<file path="src/rtl/scanner_pkg.sv">
// Purpose: shared types and ZBT0 word layout for the scanner front end and the renderer.
// Latency: n/a (declarations only).
// Backpressure: n/a.
package scanner_pkg;

  localparam int COORD_W = 10;
  localparam int ZBT_AW  = 19;
  localparam int ZBT_DW  = 36;

  // Field offsets inside a ZBT0 word; the renderer unpacks with the same values.
  localparam int X_LSB = 20;
  localparam int Y_LSB = 10;
  localparam int Z_LSB = 0;

  // End-of-frame marker: bit 35 set, never produced by a data word.
  localparam logic [ZBT_DW-1:0] TERMINATOR = 36'h8_0000_0000;

  typedef enum logic [1:0] {
    ST_IDLE  = 2'd0,
    ST_FILL  = 2'd1,
    ST_FLUSH = 2'd2,
    ST_DONE  = 2'd3
  } pw_state_t;

  function automatic logic [ZBT_DW-1:0] pack_point(
    input logic [COORD_W-1:0] x,
    input logic [COORD_W-1:0] y,
    input logic [COORD_W-1:0] z
  );
    logic [ZBT_DW-1:0] w;
    w = '0;
    w[X_LSB +: COORD_W] = x;
    w[Y_LSB +: COORD_W] = y;
    w[Z_LSB +: COORD_W] = z;
    return w;
  endfunction

endpackage

</file>
<file path="src/rtl/sync_fifo.sv">
// Purpose: single-clock FIFO buffering packed ZBT0 words between sample intake and write slots.
// Latency: a word pushed at cycle N is visible at rd_dat in cycle N+1.
// Backpressure: push is ignored while full, pop is ignored while empty; callers gate with full/empty.
//
// Ports: clk, reset_n (async, active-low); wr_vld/wr_dat push side; rd_rdy pops the head,
//        rd_dat is the current head; full/empty status flags.
module sync_fifo #(
  parameter int WIDTH = 36,
  parameter int DEPTH = 4
) (
  input  logic             clk,
  input  logic             reset_n,
  input  logic             wr_vld,
  input  logic [WIDTH-1:0] wr_dat,
  input  logic             rd_rdy,
  output logic [WIDTH-1:0] rd_dat,
  output logic             full,
  output logic             empty
);

  localparam int AW = $clog2(DEPTH);

  logic [WIDTH-1:0] mem [DEPTH];
  // One extra pointer bit distinguishes full from empty when the index bits match.
  logic [AW:0]      wr_ptr;
  logic [AW:0]      rd_ptr;

  assign empty  = (wr_ptr == rd_ptr);
  assign full   = (wr_ptr[AW] != rd_ptr[AW]) && (wr_ptr[AW-1:0] == rd_ptr[AW-1:0]);
  assign rd_dat = mem[rd_ptr[AW-1:0]];

  always_ff @(posedge clk or negedge reset_n) begin
    if (!reset_n) begin
      wr_ptr <= '0;
      rd_ptr <= '0;
    end else begin
      if (wr_vld && !full) wr_ptr <= wr_ptr + 1'b1;
      if (rd_rdy && !empty) rd_ptr <= rd_ptr + 1'b1;
    end
  end

  // Storage is not reset: contents are only observable through the pointers.
  always_ff @(posedge clk) begin
    if (wr_vld && !full) mem[wr_ptr[AW-1:0]] <= wr_dat;
  end

endmodule

</file>
<file path="src/rtl/point_writer.sv">
// Purpose: pack (x,y,z) samples into ZBT0 words and write one frame to consecutive addresses.
// Latency: a sample accepted at cycle N into an empty FIFO is written at N+1 at the earliest.
// Backpressure: point_ready drops when the FIFO is full or MAX_POINTS samples were taken this frame.
//
// Ports: clk, reset_n (async, active-low); frame_start/frame_end frame bracket pulses;
//        point_valid/point_ready/point_x/y/z sample intake; wr_grant arbiter slot;
//        zbt0_write_addr/data/we write port; point_count, frame_done, overflow status.
// Build option: define POINT_WRITER_TERMINATOR_EN to append a terminator word after each frame.
module point_writer
  import scanner_pkg::*;
#(
  parameter logic [ZBT_AW-1:0] BASE_ADDR  = 19'd0,
  parameter logic [ZBT_AW-1:0] MAX_POINTS = 19'd16384,
  parameter int                FIFO_DEPTH = 4
) (
  input  logic               clk,
  input  logic               reset_n,
  input  logic               frame_start,
  input  logic               frame_end,
  input  logic               point_valid,
  output logic               point_ready,
  input  logic [COORD_W-1:0] point_x,
  input  logic [COORD_W-1:0] point_y,
  input  logic [COORD_W-1:0] point_z,
  input  logic               wr_grant,
  output logic [ZBT_AW-1:0]  zbt0_write_addr,
  output logic [ZBT_DW-1:0]  zbt0_write_data,
  output logic               zbt0_we,
  output logic [ZBT_AW-1:0]  point_count,
  output logic               frame_done,
  output logic               overflow
);

  pw_state_t         state, state_nxt;
  logic [ZBT_AW-1:0] wr_ptr;
  logic [ZBT_AW-1:0] acc_cnt;      // samples accepted this frame (written + still buffered)
  logic              data_wr;
  logic              term_wr;
  logic              fifo_full, fifo_empty;
  logic [ZBT_DW-1:0] fifo_head;
  logic              push;

  assign push = point_valid && point_ready;

  sync_fifo #(
    .WIDTH (ZBT_DW),
    .DEPTH (FIFO_DEPTH)
  ) u_fifo (
    .clk     (clk),
    .reset_n (reset_n),
    .wr_vld  (push),
    .wr_dat  (pack_point(point_x, point_y, point_z)),
    .rd_rdy  (data_wr),
    .rd_dat  (fifo_head),
    .full    (fifo_full),
    .empty   (fifo_empty)
  );

  always_comb begin
    state_nxt   = state;
    point_ready = 1'b0;
    data_wr     = 1'b0;
    term_wr     = 1'b0;
    frame_done  = 1'b0;
    case (state)
      ST_IDLE: begin
        if (frame_start) state_nxt = ST_FILL;
      end
      ST_FILL: begin
        point_ready = !fifo_full && (acc_cnt < MAX_POINTS);
        data_wr     = !fifo_empty && wr_grant;
        if (frame_end) state_nxt = ST_FLUSH;
      end
      ST_FLUSH: begin
        data_wr = !fifo_empty && wr_grant;
        if (fifo_empty) begin
`ifdef POINT_WRITER_TERMINATOR_EN
          // The terminator waits for its own grant; it needs no FIFO entry, so
          // it always has a slot even when the frame hit MAX_POINTS.
          term_wr = wr_grant;
          if (wr_grant) state_nxt = ST_DONE;
`else
          state_nxt = ST_DONE;
`endif
        end
      end
      ST_DONE: begin
        frame_done = 1'b1;
        state_nxt  = ST_IDLE;
      end
      default: state_nxt = ST_IDLE;
    endcase
  end

  // Address and data are forced to zero outside write cycles so the bus is quiet between writes.
  assign zbt0_we         = data_wr || term_wr;
  assign zbt0_write_addr = zbt0_we ? wr_ptr : '0;
  assign zbt0_write_data = data_wr ? fifo_head : (term_wr ? TERMINATOR : '0);

  always_ff @(posedge clk or negedge reset_n) begin
    if (!reset_n) begin
      state       <= ST_IDLE;
      wr_ptr      <= '0;
      acc_cnt     <= '0;
      point_count <= '0;
      overflow    <= 1'b0;
    end else begin
      state <= state_nxt;
      if (state == ST_IDLE && frame_start) begin
        wr_ptr      <= BASE_ADDR;
        acc_cnt     <= '0;
        point_count <= '0;
        overflow    <= 1'b0;
      end else begin
        if (push) acc_cnt <= acc_cnt + 19'd1;
        if (data_wr) begin
          wr_ptr      <= wr_ptr + 19'd1;
          point_count <= point_count + 19'd1;
        end else if (term_wr) begin
          wr_ptr <= wr_ptr + 19'd1;
        end
        // A sample offered after the frame limit was reached is lost.
        if (state == ST_FILL && point_valid && acc_cnt >= MAX_POINTS) overflow <= 1'b1;
      end
    end
  end

  // The last data address must stay inside the 19-bit ZBT0 space.
  always_ff @(posedge clk) begin
    assert ({1'b0, BASE_ADDR} + {1'b0, MAX_POINTS} <= 20'h80000)
      else $error("point_writer: BASE_ADDR + MAX_POINTS exceeds the 19-bit address space");
  end

endmodule

</file>
<file path="config.mk">
export PLATFORM = sky130hd
export DESIGN_NAME = point_writer
export DESIGN_NICKNAME = d
export VERILOG_FILES = /design/src/rtl/scanner_pkg.sv /design/src/rtl/sync_fifo.sv /design/src/rtl/point_writer.sv
export SDC_FILE = /design/constraint.sdc
export NUM_CORES = 1
export LEC_CHECK = 0
export CORE_ASPECT_RATIO = 0.5
export CORE_UTILIZATION = 55
export DETAILED_ROUTE_END_ITERATION = 8
export PLACE_DENSITY = 0.8
export SYNTH_ARGS = -nofsm -noshare
export SYNTH_HDL_FRONTEND = slang
export SYNTH_SLANG_ARGS = --single-unit
</file>
<file path="constraint.sdc">
create_clock -name clk -period 6.6 [get_ports clk]
set_input_delay 0.99 -clock clk [delete_from_list [all_inputs] [get_ports clk]]
set_output_delay 0.99 -clock clk [all_outputs]
set_load 0.05 [all_outputs]
</file>
==> reports/qor_table.md, run 1 <==
| Step | Metric | Reported |
|---|---|---|
| power | Power density of the placed cells | 394 nW/um2 |
| sta | Transition time of the tightest slew-check pin | 1.01 ns |
| power | Leakage dissipation | 3.60 nW |
| sta | # setup viols final | 0 |
| route | Routed Wire Length | 16,700 um |
| worst setup path | Crit start category | register |
| clock tree | Number of cells upsized or downsized after cts | 0 |
| power | Part of the total power dissipated in sequential elements | 0.372 |
| sta | Max transition margin | 0.321 |
| finish | Layout cells sized above 1 | 0.109 |
| place | Number of buffers inserted by port buffering | 107 |
| finish | Number of filler instances in the final layout | 988 |
| run | Total of max-cap violations | 0 |
| logic synthesis | Top flip-flop cell by instance count after synthesis | edfxtp_1 |
| run status | Outcome | completed |
| clock tree | Hold buffer count at CTS | 0 |
| worst setup path | CP Data Arrival Time | 3.74 ns |
| logic synthesis | Adder-Cell Fraction of Synth Area | 0.0210 |
| route | Post-route DRC | 0 |
| clock tree | Clock-pin slew reported for the worst setup and hold paths after clock tree synthesis | 0.08 ns |
| logic synthesis | Mean instance size in the synthesized netlist | 13.8 um2 |
| logic synthesis | Area share of the leading cell type in the synthesized netlist | 0.432 |
| worst hold path | Hold Path Class | reg -> reg |
| clock tree | TritonCTS Sinks | 186 |
| power | Peak VDD IR | 0.000254 V |
| global routing | Global-route met1 utilization | 0.297 |
| die | Full die area | 15,700 um2 |
| die | Die extent in y | 89.1 um |
| route | Drt first pass iters | 5 |
| logic synthesis | Flip-flop and latch count after synthesis | 186 |
| worst setup path | CP endpoint kind | output port |
| clock tree | Level count of the clock H-tree | 4 |
| route | Remaining number of nets flagged by the antenna check after routing | 0 |
| die | Row count | 31 |
| sta | Setup TNS after final layout | 0 ns |
| logic synthesis | Share of the synthesized area in compound gates (AO/OA/AOI/OAI) | 0.0770 |
| logic synthesis | Multiplexer share of the synthesized area | 0.0848 |
| clock tree | Total clock buffers created by CTS | 17 |
| logic synthesis | Number of flops mapped to enable cells by yosys | 120 |
| logic synthesis | Proportion of synthesized chip area in sequential cells | 0.630 |
| worst setup path | Worst-case register-to-register setup slack | 3.61 ns |
| finish | Ant. Diodes | 0 |
| power | Part of the power in the clock network | 0.252 |
| global routing | Busiest layer in global routing | met2 |
| die | Ports | 114 |
| global routing | GRT met3 Usage | 0.0434 |
| die | Initial standard-cell utilization of the core | 0.570 |
| finish | Final nets | 751 |
| logic synthesis | Fraction of the mapped netlist area in simple logic gates | 0.141 |
| route | Routed vias/inst | 5.87 |
| logic synthesis | Count of distinct cell types in the synthesized netlist | 43 |
| clock tree | Clock tree buffer depth | 2 |
| sta | Clock skew after layout | 0.0174 ns |
| worst setup path | Data required time at the worst endpoint | 5.61 ns |
| clock tree | Count of buffers added by post-CTS timing repair for setup | 0 |
| logic synthesis | Async set-reset flop share out of synthesis | 0.355 |
| logic synthesis | Number of cells produced by synthesis | 606 |
| route | Detailed-route via count | 5,351 |
| die | Width of the die | 176 um |
| clock tree | Clock insertion delay at the later pin of the skew report | 0.43 ns |
| power | Switch share | 0.394 |
| sta | Period Utilization, post-route | 0.717 |
| global routing | Initial antenna violation count | 0 |
| sta | Count of endpoints failing hold in the final timing report | 0 |
| global routing | Pin count of the biggest net entering global routing | 67 |
| clock tree | TritonCTS clock tree | built |
| sta | Final number of max-transition violations | 0 |
| place | Post-DP HPWL | 10,400 um |
| logic synthesis | Synth Area in XOR/XNOR | 0.0155 |
| worst setup path | Highest fanout seen on the critical path | 57 |
| logic synthesis | Synth Cell Area | 8340 um2 |
| finish | Number of cells in the finished layout apart from fillers | 912 |
| finish | Sequential Area | 5260 um2 |
| power | Cell internal pwr | 2.42 mW |
| power | Fraction of power consumed by combinational cells | 0.376 |
| place | Final RePlAce weighted congestion | 0.816 |
| worst setup path | Classification of the worst setup path | reg -> out |
| global routing | Wire length of the first global-routing pass | 26,600 um |
| route | Starting DRC count in detailed routing | 383 |
| logic synthesis | YS warnings | 0 |
| logic synthesis | Cell types occupying the most area after synthesis | edfxtp_1 43%, dfrtp_1 20%, mux4_2 8.1%, and2_1 4.4%, a21oi_1 2.4% |
| sta | Period minus WS final | 4.73 ns |
| power | Net load switching power | 1.57 mW |
| logic synthesis | Most area-hungry cell type in the Yosys netlist | edfxtp_1 |
| logic synthesis | Largest family of logic cells by synthesized area | simple AND/OR/NAND/NOR gates |
| global routing | GRT overflow | 0 |
| sta | Unrepaired setup endpoints after global routing | false |
| finish | Synthesis-to-layout area growth | 21.5% |
| sta | Max Freq | 211 MHz |
| place | DP Cell Count | 880 |
| global routing | Met2 usage in global routing | 0.380 |
| finish | Multi-input logic area | 2870 um2 |
| global routing | Via count of the first global-routing pass | 5,090 |
| route | Average detailed-routed wire length per instance | 18.3 um |
| global routing | Global Route Usage Sum | 0.224 |
| clock tree | Cell at the root of the clock tree | clkbuf_16 |
| die | Standard cell core area | 14,600 um2 |
## state kept, by name, indices dropped and copies added, names as in the netlist
register	count
wr_ptr	19
state	2
u_fifo.rd_ptr	3
u_fifo.mem	120
acc_cnt	19
u_fifo.wr_ptr	3
overflow	1
point_count	19
## final timing paths
check,from,end,cells after the start
max,u_fifo.rd_ptr[1]$_DFFE_PN0P_,zbt0_write_data[28],6
min,acc_cnt[14]$_DFFE_PN0P_,acc_cnt[14]$_DFFE_PN0P_,1
max reg2reg,u_fifo.rd_ptr[1]$_DFFE_PN0P_,state[1]$_DFFE_PN0P_,4
min reg2reg,acc_cnt[14]$_DFFE_PN0P_,acc_cnt[14]$_DFFE_PN0P_,1
max in group asynchronous,reset_n,u_fifo.rd_ptr[0]$_DFFE_PN0P_,2
min in group asynchronous,reset_n,wr_ptr[16]$_DFFE_PN0P_,2
## synthesized netlist by cell type, types with 10 or more instances
cell	n
ha_1	14
and3_1	10
inv_1	12
nand3_1	19
o31ai_1	22
dfrtp_1	66
o21a_1	11
a21oi_1	40
nand2_1	36
and4_1	10
edfxtp_1	120
o21ai_0	12
or3_1	14
or4_1	24
mux4_2	30
and2_1	59
clkbuf_1	20
## critical path: stages (launching register included)
cell             delay, ns
dfrtp_2               0.93
xnor2_1               0.15
a31o_1                0.23
buf_4                 0.23
inv_2                 0.65
and2_1                0.25
clkdlybuf4s50_1       0.83
## per-layer routing
metal	wire (um)	part of all wire
met1	7480	0.45
met2	8240	0.49
met3	730	0.044
met4	222	0.013
met5	0	0
## cells by family after synthesis
| kind of cell | after synthesis |
|---|---|
| AND/OR/NAND/NOR | 202 |
| flip-flops | 186 |
| AO/OA/AOI/OAI | 103 |
| buffers and inverters | 54 |
| multiplexers | 33 |
| adder cells (fa/ha/maj) | 14 |
| XOR/XNOR | 13 |
| other | 1 |
## metrics by stage
step	worst slack, ns	total power, mW	cell area [um2]	hold slack, ns	util
5_1_grt	1.66	4.18	10100	0.516	0.692
3_5_place_dp	1.87	3.02	9520	0.480	0.651
3_3_place_gp	1.99	2.98	9520	0.471	0.651
4_1_cts	1.83	4.02	10100	0.499	0.692
6_report	1.87	3.99	10100	0.497	0.692
2_1_floorplan	3.11	2.58	8350	0.454	-
## layout by cell type, fill, tap and decap left out, types with 4 or more instances in the layout
cell / instances
buf_4: 5
o21ai_1: 5
nor2_1: 9
o31ai_1: 22
mux4_2: 30
conb_1: 6
and3_1: 6
or3_1: 14
o21ai_0: 12
clkdlybuf4s50_1: 106
and2_1: 59
and4_1: 10
a21oi_1: 40
and3_2: 4
ha_1: 14
edfxtp_1: 120
nand4_1: 9
xnor2_1: 8
nand2_1: 36
clkbuf_16: 17
or4_1: 24
clkinv_8: 6
dfrtp_1: 64
nor3_1: 6
nand3_1: 19
inv_1: 12
o21a_1: 11
## area by class of cell
class,count,share of cell area
clock buffers,17,0.0420
clock inverters,15,0.0174
multi-input cells,371,0.283
flip-flops and latches,186,0.519
repair buffers,112,0.109
inverters,13,0.00482
well taps,198,0.0245
## power groups by stage
stage               combinational [mW]  clock (mW)  sequential (mW)
detailed placement                1.51           0             1.51
floorplan                         1.10           0             1.47
finish                            1.50        1.00             1.48
global route                      1.61        1.07             1.50
CTS                               1.52        1.02             1.49
global placement                  1.47           0             1.50
(Power assumes the default switching activity.)
==> inputs of run 2 (changes only) <==
--- a/config.mk
+++ b/config.mk
@@ -6,9 +6,9 @@
 export NUM_CORES = 1
 export LEC_CHECK = 0
 export CORE_ASPECT_RATIO = 0.5
-export CORE_UTILIZATION = 55
+export CORE_UTILIZATION = 50
 export DETAILED_ROUTE_END_ITERATION = 8
-export PLACE_DENSITY = 0.8
+export PLACE_DENSITY = 0.77
 export SYNTH_ARGS = -nofsm -noshare
 export SYNTH_HDL_FRONTEND = slang
 export SYNTH_SLANG_ARGS = --single-unit
==> constraint.sdc (replaced) <==
create_clock -name clk -period 4.2 [get_ports clk]
set_input_delay 0.63 -clock clk [delete_from_list [all_inputs] [get_ports clk]]
set_output_delay 0.63 -clock clk [all_outputs]
set_load 0.05 [all_outputs]
==> run 2 against run 1 <==
  * Register-to-register slack lost 1.9 ns
  * Critical path depth is the same
  * Worst hold slack lost 0.22 ns
  * Clock power grew 53%
  * Via count shrank 0.60%
  * Critical path type unchanged
  * Critical endpoint is now zbt0_write_addr[5]
  * Largest cell class unchanged
  * Largest power group unchanged
==> reports/qor_table.md, run 2 (same netlist as run 1, synthesis figures left out) <==
| Step | Metric | Reported |
|---|---|---|
| run status | Outcome | completed |
| clock tree | Level count of the clock H-tree | 4 |
| clock tree | Clock-pin slew reported for the worst setup and hold paths after clock tree synthesis | 0.07 ns |
| power | Leakage dissipation | 3.69 nW |
| global routing | Global Route Usage Sum | 0.208 |
| route | Drt first pass iters | 4 |
| die | Standard cell core area | 15,900 um2 |
| sta | Count of endpoints failing hold in the final timing report | 0 |
| global routing | Pin count of the biggest net entering global routing | 56 |
| route | Detailed-route via count | 5,319 |
| global routing | Wire length of the first global-routing pass | 27,200 um |
| route | Starting DRC count in detailed routing | 422 |
| finish | Synthesis-to-layout area growth | 20.0% |
| clock tree | Count of buffers added by post-CTS timing repair for setup | 0 |
| route | Routed vias/inst | 5.68 |
| sta | Period minus WS final | 3.42 ns |
| sta | Worst Hold Margin | 0.277 ns |
| clock tree | TritonCTS clock tree | built |
| finish | Top library cells by usage in the layout, fill and taps aside | 120 x edfxtp_1, 64 x dfrtp_1, 59 x and2_1 |
| finish | Layout cells sized above 1 | 0.182 |
| worst setup path | Classification of the worst setup path | reg -> out |
| sta | Clock skew after layout | 0.0114 ns |
| die | Row count | 32 |
| route | Routed Wire Length | 16,400 um |
| sta | Unrepaired setup endpoints after global routing | false |
| worst setup path | Highest fanout seen on the critical path | 55 |
| finish | Number of flip-flops in the largest register | 120 |
| sta | Max Freq | 292 MHz |
| worst setup path | CP endpoint kind | output port |
| sta | Setup TNS after final layout | 0 ns |
| global routing | GRT overflow | 0 |
| route | Post-route DRC | 0 |
| run | Total of max-cap violations | 0 |
| die | Initial standard-cell utilization of the core | 0.526 |
| die | Die extent in y | 93.3 um |
| die | Ports | 114 |
| power | Power density of the placed cells | 616 nW/um2 |
| finish | Ant. Diodes | 0 |
| power | Peak VDD IR | 0.000456 V |
| place | Number of buffers inserted by port buffering | 107 |
| sta | Min setup slack post-route | 0.781 ns |
| die | Width of the die | 185 um |
| clock tree | Clock insertion delay at the later pin of the skew report | 0.43 ns |
| global routing | Initial antenna violation count | 0 |
| clock tree | Cell at the root of the clock tree | clkbuf_16 |
| sta | Max transition margin | 0.319 |
| route | Remaining number of nets flagged by the antenna check after routing | 0 |
| clock tree | Total clock buffers created by CTS | 17 |
| sta | # setup viols final | 0 |
| finish | Number of filler instances in the final layout | 1,255 |
| sta | Final number of max-transition violations | 0 |
| clock tree | Hold buffer count at CTS | 0 |
| place | Final RePlAce weighted congestion | 0.811 |
| worst hold path | Hold Path Class | in -> async |
| route | Average detailed-routed wire length per instance | 17.5 um |
| worst setup path | Data required time at the worst endpoint | 3.57 ns |
| worst setup path | CP Data Arrival Time | 2.79 ns |
| place | Post-Place Worst Slack | 1.07 ns |
| die | Full die area | 17,200 um2 |
| place | Post-DP HPWL | 10,300 um |
| global routing | Via count of the first global-routing pass | 5,270 |
| sta | Period Utilization, post-route | 0.814 |
| sta | Transition time of the tightest slew-check pin | 1.00 ns |
| clock tree | TritonCTS Sinks | 186 |
| finish | Final nets | 753 |
| clock tree | Number of cells upsized or downsized after cts | 0 |
| worst setup path | Crit start category | register |
| finish | Most common cell after layout, fill and taps aside | edfxtp_1 |
| clock tree | Clock tree buffer depth | 2 |
-- run 2: cell count changes in the layout (fill, tap and decap cells not counted), sizes merged --
cell and change:
clkdlybuf4s50 -50, inv +3, buf +52, clkinv -2, clkinvlp -1
-- run 2: final timing paths --
kind,end,slack [ns],cells past startpoint,from
max in group asynchronous,u_fifo.rd_ptr[0]$_DFFE_PN0P_,2.96,2,reset_n
min in group clk,acc_cnt[18]$_DFFE_PN0P_,0.49,1,acc_cnt[18]$_DFFE_PN0P_
max reg2reg,point_count[6]$_DFFE_PN0P_,1.67,7,u_fifo.rd_ptr[0]$_DFFE_PN0P_
min reg2reg,acc_cnt[18]$_DFFE_PN0P_,0.49,1,acc_cnt[18]$_DFFE_PN0P_
min,wr_ptr[10]$_DFFE_PN0P_,0.28,1,reset_n
max,zbt0_write_addr[5],0.78,6,u_fifo.rd_ptr[0]$_DFFE_PN0P_
-- run 2: worst max-delay path: stages (launching register included) --
cell and delay [ns]:
dfrtp_2 0.38, buf_4 0.53, xnor2_1 0.13, a31o_1 0.27, inv_2 0.58, and2_1 0.26
buf_4 0.21
-- run 2: per-stage QoR --
| stage | area [um2] | power, mW | std cells | util |
|---|---|---|---|---|
| 2_1_floorplan | 8350 | 4.05 | 611 | - |
| 3_3_place_gp | 9440 | 4.66 | 905 | 0.596 |
| 3_5_place_dp | 9440 | 4.70 | 905 | 0.596 |
| 4_1_cts | 10000 | 6.23 | 937 | 0.631 |
| 5_1_grt | 10000 | 6.48 | 937 | 0.631 |
| 6_report | 10000 | 6.16 | 937 | 0.631 |
-- run 2: report_power, final --
part / total (mW) / switching (mW) / internal (mW) / leakage (nW)
clock network: 1.53 / 0.746 / 0.781 / 0.275
logic: 2.36 / 1.56 / 0.807 / 1.44
registers: 2.27 / 0.120 / 2.15 / 1.98
total: 6.16 / 2.42 / 3.74 / 3.69
-- run 2: area by class of cell --
type / count / area (um2) / area share
flip-flops and latches: 186 / 5260 / 0.526
inverters: 13 / 48.8 / 0.00488
repair buffers: 114 / 993 / 0.0993
multi-input cells: 371 / 2870 / 0.287
clock inverters: 15 / 133 / 0.0133
clock buffers: 17 / 425 / 0.0425
well taps: 221 / 277 / 0.0276
-- run 2: layer usage --
metal / share of wire / GRT usage / vias to the layer above
met5: 0 / 0 / -
met4: 0.0053 / 0.0694 / 0
met3: 0.039 / 0.0401 / 7
met2: 0.49 / 0.338 / 99
met1: 0.47 / 0.285 / 2706
li1: - / - / 2507
